File: src/rtl/key_beep_multi.sv
// key_beep_multi: per-key 2-flop sync + debounce, press pulses, buzzer plays i+1 bursts for key i.
// Latency: key_press 2+CNT_MAX cycles after a key falls; busy/beep rise 1 cycle after key_press.
// No backpressure: presses while busy are dropped (one-deep pending slot with KEY_BEEP_PENDING_EN).
module key_beep_multi #(
   parameter int NUM_KEYS     = 4,
   parameter int CNT_MAX      = 1000000,
   parameter int BEEP_ON_CYC  = 5000000,
   parameter int BEEP_OFF_CYC = 5000000,
   parameter int TONE_HALF    = 12500
) (
   input  logic                sys_clk,
   input  logic                sys_rst,
   input  logic [NUM_KEYS-1:0] key,
   output logic [NUM_KEYS-1:0] key_filter,
   output logic [NUM_KEYS-1:0] key_press,
   output logic                busy,
   output logic                beep
);
   localparam int CW   = $clog2(CNT_MAX);
   localparam int BW   = $clog2(NUM_KEYS + 1);
   localparam int TMAX = (BEEP_ON_CYC > BEEP_OFF_CYC) ? BEEP_ON_CYC : BEEP_OFF_CYC;
   localparam int TW   = (TMAX > 1) ? $clog2(TMAX) : 1;
   localparam int HW   = (TONE_HALF > 1) ? $clog2(TONE_HALF) : 1;

   typedef enum logic [1:0] {IDLE, ON, OFF} state_t;

   logic [NUM_KEYS-1:0] ks_meta;
   logic [NUM_KEYS-1:0] ks;
   logic [CW-1:0]       db_cnt [NUM_KEYS];

   state_t              state;
   logic [BW-1:0]       bursts_left;
   logic [TW-1:0]       timer;
   logic [HW-1:0]       tone;

   logic                press_any;
   logic [BW-1:0]       sel_bursts;
   logic                start_vld;
   logic [BW-1:0]       start_bursts;

   always_ff @(posedge sys_clk) begin
      if (sys_rst) begin
         ks_meta    <= '1;
         ks         <= '1;
         key_filter <= '1;
         key_press  <= '0;
         for (int i = 0; i < NUM_KEYS; i++) db_cnt[i] <= '0;
      end else begin
         ks_meta <= key;
         ks      <= ks_meta;
         for (int i = 0; i < NUM_KEYS; i++) begin
            key_press[i] <= 1'b0;
            if (ks[i] == key_filter[i]) begin
               db_cnt[i] <= '0;
            end else if (db_cnt[i] == CW'(CNT_MAX - 1)) begin
               // Level accepted: pulse only when the new debounced level is "pressed".
               db_cnt[i]     <= '0;
               key_filter[i] <= ks[i];
               key_press[i]  <= ~ks[i];
            end else begin
               db_cnt[i] <= db_cnt[i] + CW'(1);
            end
         end
      end
   end

   assign press_any = |key_press;

   always_comb begin
      sel_bursts = '0;
      for (int i = NUM_KEYS - 1; i >= 0; i--) begin
         if (key_press[i]) sel_bursts = BW'(i + 1);
      end
   end

`ifdef KEY_BEEP_PENDING_EN
   logic          pend_vld;
   logic [BW-1:0] pend_bursts;

   // The slot drains on the IDLE cycle that follows the end of a pattern.
   always_ff @(posedge sys_clk) begin
      if (sys_rst) begin
         pend_vld    <= 1'b0;
         pend_bursts <= '0;
      end else if (state == IDLE) begin
         pend_vld <= 1'b0;
      end else if (press_any && !pend_vld) begin
         pend_vld    <= 1'b1;
         pend_bursts <= sel_bursts;
      end
   end

   assign start_vld    = pend_vld | press_any;
   assign start_bursts = pend_vld ? pend_bursts : sel_bursts;
`else
   assign start_vld    = press_any;
   assign start_bursts = sel_bursts;
`endif

   always_ff @(posedge sys_clk) begin
      if (sys_rst) begin
         state       <= IDLE;
         bursts_left <= '0;
         timer       <= '0;
         tone        <= '0;
         busy        <= 1'b0;
         beep        <= 1'b0;
      end else begin
         case (state)
            IDLE: begin
               if (start_vld) begin
                  state       <= ON;
                  bursts_left <= start_bursts;
                  timer       <= '0;
                  tone        <= '0;
                  busy        <= 1'b1;
                  beep        <= 1'b1;
               end
            end
            ON: begin
               if (timer == TW'(BEEP_ON_CYC - 1)) begin
                  timer       <= '0;
                  bursts_left <= bursts_left - BW'(1);
                  beep        <= 1'b0;
                  if (bursts_left == BW'(1)) begin
                     state <= IDLE;
                     busy  <= 1'b0;
                  end else begin
                     state <= OFF;
                  end
               end else begin
                  timer <= timer + TW'(1);
                  if (tone == HW'(TONE_HALF - 1)) begin
                     tone <= '0;
                     beep <= ~beep;
                  end else begin
                     tone <= tone + HW'(1);
                  end
               end
            end
            OFF: begin
               if (timer == TW'(BEEP_OFF_CYC - 1)) begin
                  state <= ON;
                  timer <= '0;
                  tone  <= '0;
                  beep  <= 1'b1;
               end else begin
                  timer <= timer + TW'(1);
               end
            end
            default: begin
               state <= IDLE;
               busy  <= 1'b0;
               beep  <= 1'b0;
            end
         endcase
      end
   end
endmodule
File: config.mk
export PLATFORM = sky130hd
export DESIGN_NAME = key_beep_multi
export DESIGN_NICKNAME = d
export VERILOG_FILES = /design/src/rtl/key_beep_multi.sv
export SDC_FILE = /design/constraint.sdc
export NUM_CORES = 1
export LEC_CHECK = 0
export CAP_MARGIN = 20
export CORE_MARGIN = 2
export CORE_UTILIZATION = 55
export CTS_BUF_LIST = sky130_fd_sc_hd__clkbuf_4 sky130_fd_sc_hd__clkbuf_8
export DETAILED_ROUTE_END_ITERATION = 12
export DONT_BUFFER_PORTS = 1
export GPL_TIMING_DRIVEN = 0
export PLACE_DENSITY = 0.74
export SLEW_MARGIN = 20
export SYNTH_ARGS = -nofsm -noshare
export SYNTH_HDL_FRONTEND = slang
export SYNTH_SLANG_ARGS = --single-unit
File: constraint.sdc
create_clock -name sys_clk -period 2.6 [get_ports sys_clk]
set_clock_uncertainty 0.1 [all_clocks]
set_input_delay 0.26 -clock sys_clk [delete_from_list [all_inputs] [get_ports sys_clk]]
set_output_delay 0.26 -clock sys_clk [all_outputs]
set_load 0.02 [all_outputs]
Word level (Yosys, flattened, before mapping)
Memories as Yosys holds them, arrays and structs flattened. Index checks and enable logic that the tools add are counted.

Register bits: 60. Latch bits: 0. Memory bits (writable): 80. ROM bits: 0. Input bits: 6. Output and inout bits: 10. Word-level logic and storage cells: 175. Memories kept: 1.

$add $sub $neg: 7. Multiply operators: 0. Divide/modulo/power cells: 0. Order comparisons: 0. Eq/ne operators: 19. Shifts and indexed selects: 0. Muxes and demuxes: 86. Bitwise logic cells: 26. Reduce and logical (&&, ||, !) cells: 20.

Memory list: db_cnt (words 4, width 20, read ports 4, clocked after Yosys merged registers in 0, write ports 4, RTL line 29) `logic [CW-1:0] db_cnt [NUM_KEYS];`.

Operator list (number): $mux W20 (12); $add A20 B1 Y20 const B (4); $eq A20 B20 Y1 const B (4); $mux W14 (4); $mux W1 (52); $mux W23 (2); $pmux W23 S2 (1); $pmux W14 S3 (1); $add A23 B1 Y23 const B (1); $eq A23 B23 Y1 const B (1); $mux W3 (6); $add A14 B1 Y14 const B (1); $eq A14 B14 Y1 const B (1); $not A1 Y1 (14); $or A1 B1 Y1 (12); $reduce_or A3 Y1 (4); $ne A2 B2 Y1 const B (5); $reduce_and A2 Y1 (5); $reduce_and A3 Y1 (3); $mux W2 (4); $reduce_and A4 Y1 (2); $pmux W1 S3 (2); $pmux W2 S3 (1); $pmux W3 S2 (1); 11 further kinds (15).

Longest topological paths before layout
Word-level depth: 7. Depth in mapped cells: 10. Depth with buffers taken out: 7.

Worst setup path before layout
Ideal clock, no wire load.

Path kind: register -> register. Start point: register state[0]. End point: register tone[7]. Library setup time: 116 ps. Arrival time: 2133 ps. Slack: 251 ps. Cell stages (with the launch flop): 11. Clock period less this slack: 2349 ps. Cell sequence: dfxtp_1 > inv_1 > ha_1 > buf_4 > or4b_1 > nor2_1 > a211o_1 > clkbuf_1 > buf_2 > nor3_1 > o211a_1.

Longest elaborated chain between the ends: 3.

Ends and longest elaborated chain: from (decl) (RTL line 31) `state_t state;`; from (signal assigned) (RTL line 102) `state <= IDLE;`; from (signal assigned) (RTL line 112) `state <= ON;`; from (signal assigned) (RTL line 126) `state <= IDLE;`; $eq A2 B1 Y1 (tied with other cells) (RTL line 109) `case (state)`; $ne A2 B2 Y1 (no source line) or $reduce_bool A3 Y1 (tied branches); $reduce_and A4 Y1 (no source line); to (signal assigned) (RTL line 137) `tone <= tone + HW'(1);`; to (decl) (RTL line 34) `logic [HW-1:0] tone;`.

Parallel ways exist; a longest one is shown, timed or not. A chain may end at the register's enable or synchronous reset.

Worst setup path in the final report
Same ends and word-level chain as after synthesis.

==> reports/summary.txt <==
Tmin final -> 2.49 ns
Min Hold Slack -> 0.0603 ns
Synth cell types -> 64
Yosys warnings -> 0
Syn_area_per_cell -> 9.65 sq um
Crit Path Max Fanout -> 10
Critical Path Source Type -> flop
WP data arrival -> 2.73 ns
Max Cap Viol -> 0
Syn Inst Count -> 763
Leak pwr -> 2.89 nW
Pwr Total -> 4.61 mW
CP Class -> reg2reg
Worst r2r path cells -> 10
Worst slew margin -> 47.5%
Synthesis-to-layout area growth -> 12.9%
Levels on crit path -> 10
Power Dens Cells -> 554 nW/um^2
DR WL met2 -> 7080 um
Worst Hold Class -> in2reg
Post-route ant nets -> 0
GRT Resource Usage Total -> 21.9%
CTS tree -> yes
Internal power -> 3.38 mW
Htree depth -> 4
RePlAce Congestion -> 0.872
Top FF cell, synth -> edfxtp_1
Critical path data required time -> 2.84 ns
Finished Cell Area -> 8320 sq um
Num ports -> 16
Share of flip-flops with an asynchronous set or reset -> 0%
Dpl hpwl -> 10600 um
Die Y-Extent -> 120 um
Post-synthesis sequential area ratio -> 48.9%
Setup Viol. Count Final -> 0
I/O Buffers -> 0
Achievable Freq -> 402 MHz
DRT met1 WL -> 6590 um
Post-CTS setup buffers -> 0
Placed inst area -> 7880 sq um
Die width -> 120 um
Top Metal Used -> met4
Clock Latency Late Sink -> 0.45 ns
Pin count of the biggest net entering global routing -> 17
PnR worst setup slack -> 0.113 ns
Initial antenna violation count -> 0
Initial Util -> 56.1%
CTS sink count -> 140
Post-synth EDFFs -> 80
Final-report hold violation count -> 0
Worst path slowest cell -> or4b_1
Tcrit/Tclk final -> 95.7%
Most frequent CP cell -> buf_4
Status -> finished clean
Inserted Clock Buffers -> 17
Delay-heaviest family, CP -> simple AND/OR/NAND/NOR gates
Net Switching -> 1.23 mW
First-pass GRT wire length -> 25400 um
Met3 wire len -> 650 um
Layout cells sized above 1 -> 8.09%
Max-slew violations -> 0
Gate power share -> 11.0%
Final WL -> 14700 um
CP bufs+invs -> 4
Initial DRC Count -> 418
Antenna Cells -> 0
WHS Path Cells -> 3
Core area -> 13100 sq um
Worst-Margin Slew -> 0.780 ns
Clk buf depth -> 2
Power share of the clock group -> 34.5%
Worst vdd ir -> 0.000349 V
Routed vias/inst -> 5.40
Worst path cell trace -> inv_1 > ha_1 > buf_4 > or4b_1 > nor2_2 > a211o_1 > buf_2 > buf_4 > nor3_1 > o211a_1
Gr ovfl total -> 0
Number of synthesized register bits -> 140
Seq pwr share -> 54.5%
Die area -> 14300 sq um
Critical path's largest stage delay -> 0.51 ns
Post-route DRC -> 0
Root buffer cell -> clkbuf_8
Nets@finish -> 884
Mapped Area -> 7360 sq um
DP Worst Slack -> -0.182 ns
DR vias -> 5693
Clock Pin Slew Worst Setup and Hold Paths -> 0.07 ns
Sw Ratio -> 26.6%
FP Rows -> 42
Pre-antenna DRT Iters -> 5
CP endpoint kind -> flop
Drt wl/cell -> 13.9 um
Vias in the first global route -> 5602
-- sequential cells by signal (all words and copies together) (netlist names) --
signal and cells:
ks 4, key_filter 4, bursts_left 3, db_cnt 80
busy 1, ks_meta 4, state 2, key_press 4
tone 14, timer 23, beep 1
-- power by group through the flow --
stage / clock (mW) / combinational (mW) / sequential, mW
after global routing: 1.74 / 0.572 / 2.53
after CTS: 1.64 / 0.490 / 2.51
final: 1.59 / 0.505 / 2.52
after floorplan: 0 / 0.380 / 2.54
after detailed placement: 0 / 0.478 / 2.56
after global placement: 0 / 0.462 / 2.56
-- stage by stage --
| stage | std cells | setup TNS, ns | util [%] |
|---|---|---|---|
| after detailed placement | 1018 | -1.02 | 60.0 |
| after CTS | 1054 | 0 | 63.1 |
| after floorplan | 842 | 0 | - |
| final | 1054 | 0 | 63.3 |
| after global placement | 1018 | -0.126 | 60.0 |
| after global routing | 1054 | -0.00167 | 63.3 |
-- per-layer routing --
| metal | vias up | global-route usage [%] |
|---|---|---|
| li1 | 2867 | - |
| met1 | 2667 | 26.9 |
| met2 | 131 | 35.4 |
| met3 | 28 | 5.94 |
| met4 | 0 | 11.1 |
| met5 | - | 0 |
-- cells in the final DEF, fill, tap and decap left out, types with 8 or more instances in the layout --
master,n
or2_2,11
edfxtp_1,80
a21oi_1,19
xor2_1,40
conb_1,80
clkbuf_8,18
xnor2_1,51
o21ai_0,11
o31ai_1,10
and4_1,8
nand2_1,54
nand4_1,29
nor2_1,133
nor4_1,14
inv_1,21
ha_1,13
dfxtp_1,58
nand3_1,40
nor3_1,19
and3_1,19
clkbuf_1,14
-- worst reg2reg max path, delay by kind of cell (launching register included) --
kind,cells,cell delay [ns]
adders and majority gates,1,0.15
buffers and inverters,4,0.66
DFF,1,0.35
and+or+nand+nor,3,0.77
AOI/OAI and AO/OA,2,0.37
-- timing repair --
item                       CTS  global route
setup endpoints to repair   20            69
hold endpoints to repair     4             0
hold buffers                 4             0
gates resized for setup      3            16
pin swaps                    0             1
-- worst paths after layout --
kind / to / slack, ns / startpoint
setup reg to reg: tone[7]$_SDFFE_PP0P_ / 0.11 / state[0]$_SDFFE_PP0P_
setup / recovery: tone[7]$_SDFFE_PP0P_ / 0.11 / state[0]$_SDFFE_PP0P_
hold / removal: tone[2]$_SDFFE_PP0P_ / 0.06 / sys_rst
hold reg to reg: ks[3]$_SDFF_PP1_ / 0.31 / ks_meta[3]$_SDFF_PP1_
-- kinds of logic (layout without fill, tap and decap cells) --
logic type / after synthesis / in the layout / share of synthesized area (%)
and+or+nand+nor: 378 / 378 / 26.0
DFF: 140 / 140 / 48.9
xor gates and xnor gates: 91 / 91 / 10.8
AOI/OAI and AO/OA: 84 / 84 / 8.19
buffers and inverters: 51 / 87 / 3.13
adders and majority gates: 13 / 13 / 2.21
muxes: 5 / 5 / 0.680
other: 1 / 80 / 0.0509
-- Yosys cell counts (all sizes together) (2+ instances only) --
library cell | n | area [sq um]
o41ai | 2 | 43.8
xor2 | 40 | 350
dfxtp | 60 | 1200
or2 | 13 | 81.3
a22o | 3 | 26.3
or4b | 3 | 33.8
or3 | 5 | 31.3
or4 | 8 | 63.8
a21oi | 19 | 95.1
nand4 | 29 | 181
nor2 | 135 | 509
a41oi | 2 | 17.5
nand2b | 5 | 31.3
o31ai | 10 | 75.1
buf | 9 | 71.3
clkbuf | 20 | 76.3
nor3b | 2 | 15.0
o311ai | 9 | 86.3
nand3 | 40 | 200
a211o | 3 | 26.3
and3 | 19 | 119
o211a | 2 | 20.0
mux2i | 5 | 50.1
inv | 22 | 82.6
nor2b | 3 | 18.8
nor3 | 20 | 100
nand3b | 2 | 15.0
nor4b | 6 | 67.6
xnor2 | 51 | 447
and4 | 8 | 70.1
o21ai | 18 | 90.1
and2 | 5 | 31.3
nor4 | 17 | 106
nand2 | 54 | 203
a31oi | 7 | 43.8
edfxtp | 80 | 2400
ha | 13 | 163
-- layout make-up --
class                      instances  area, sq um
timing repair buffer               4         40.0
clock inverter                    13          100
sequential                       140         3610
multi-input combinational        651         3850
fill                            1106         4820
inverter                          22         86.3
buffer                            29          156
clock buffer                      19          255
tap                              176          220
(Power assumes the default switching activity.)
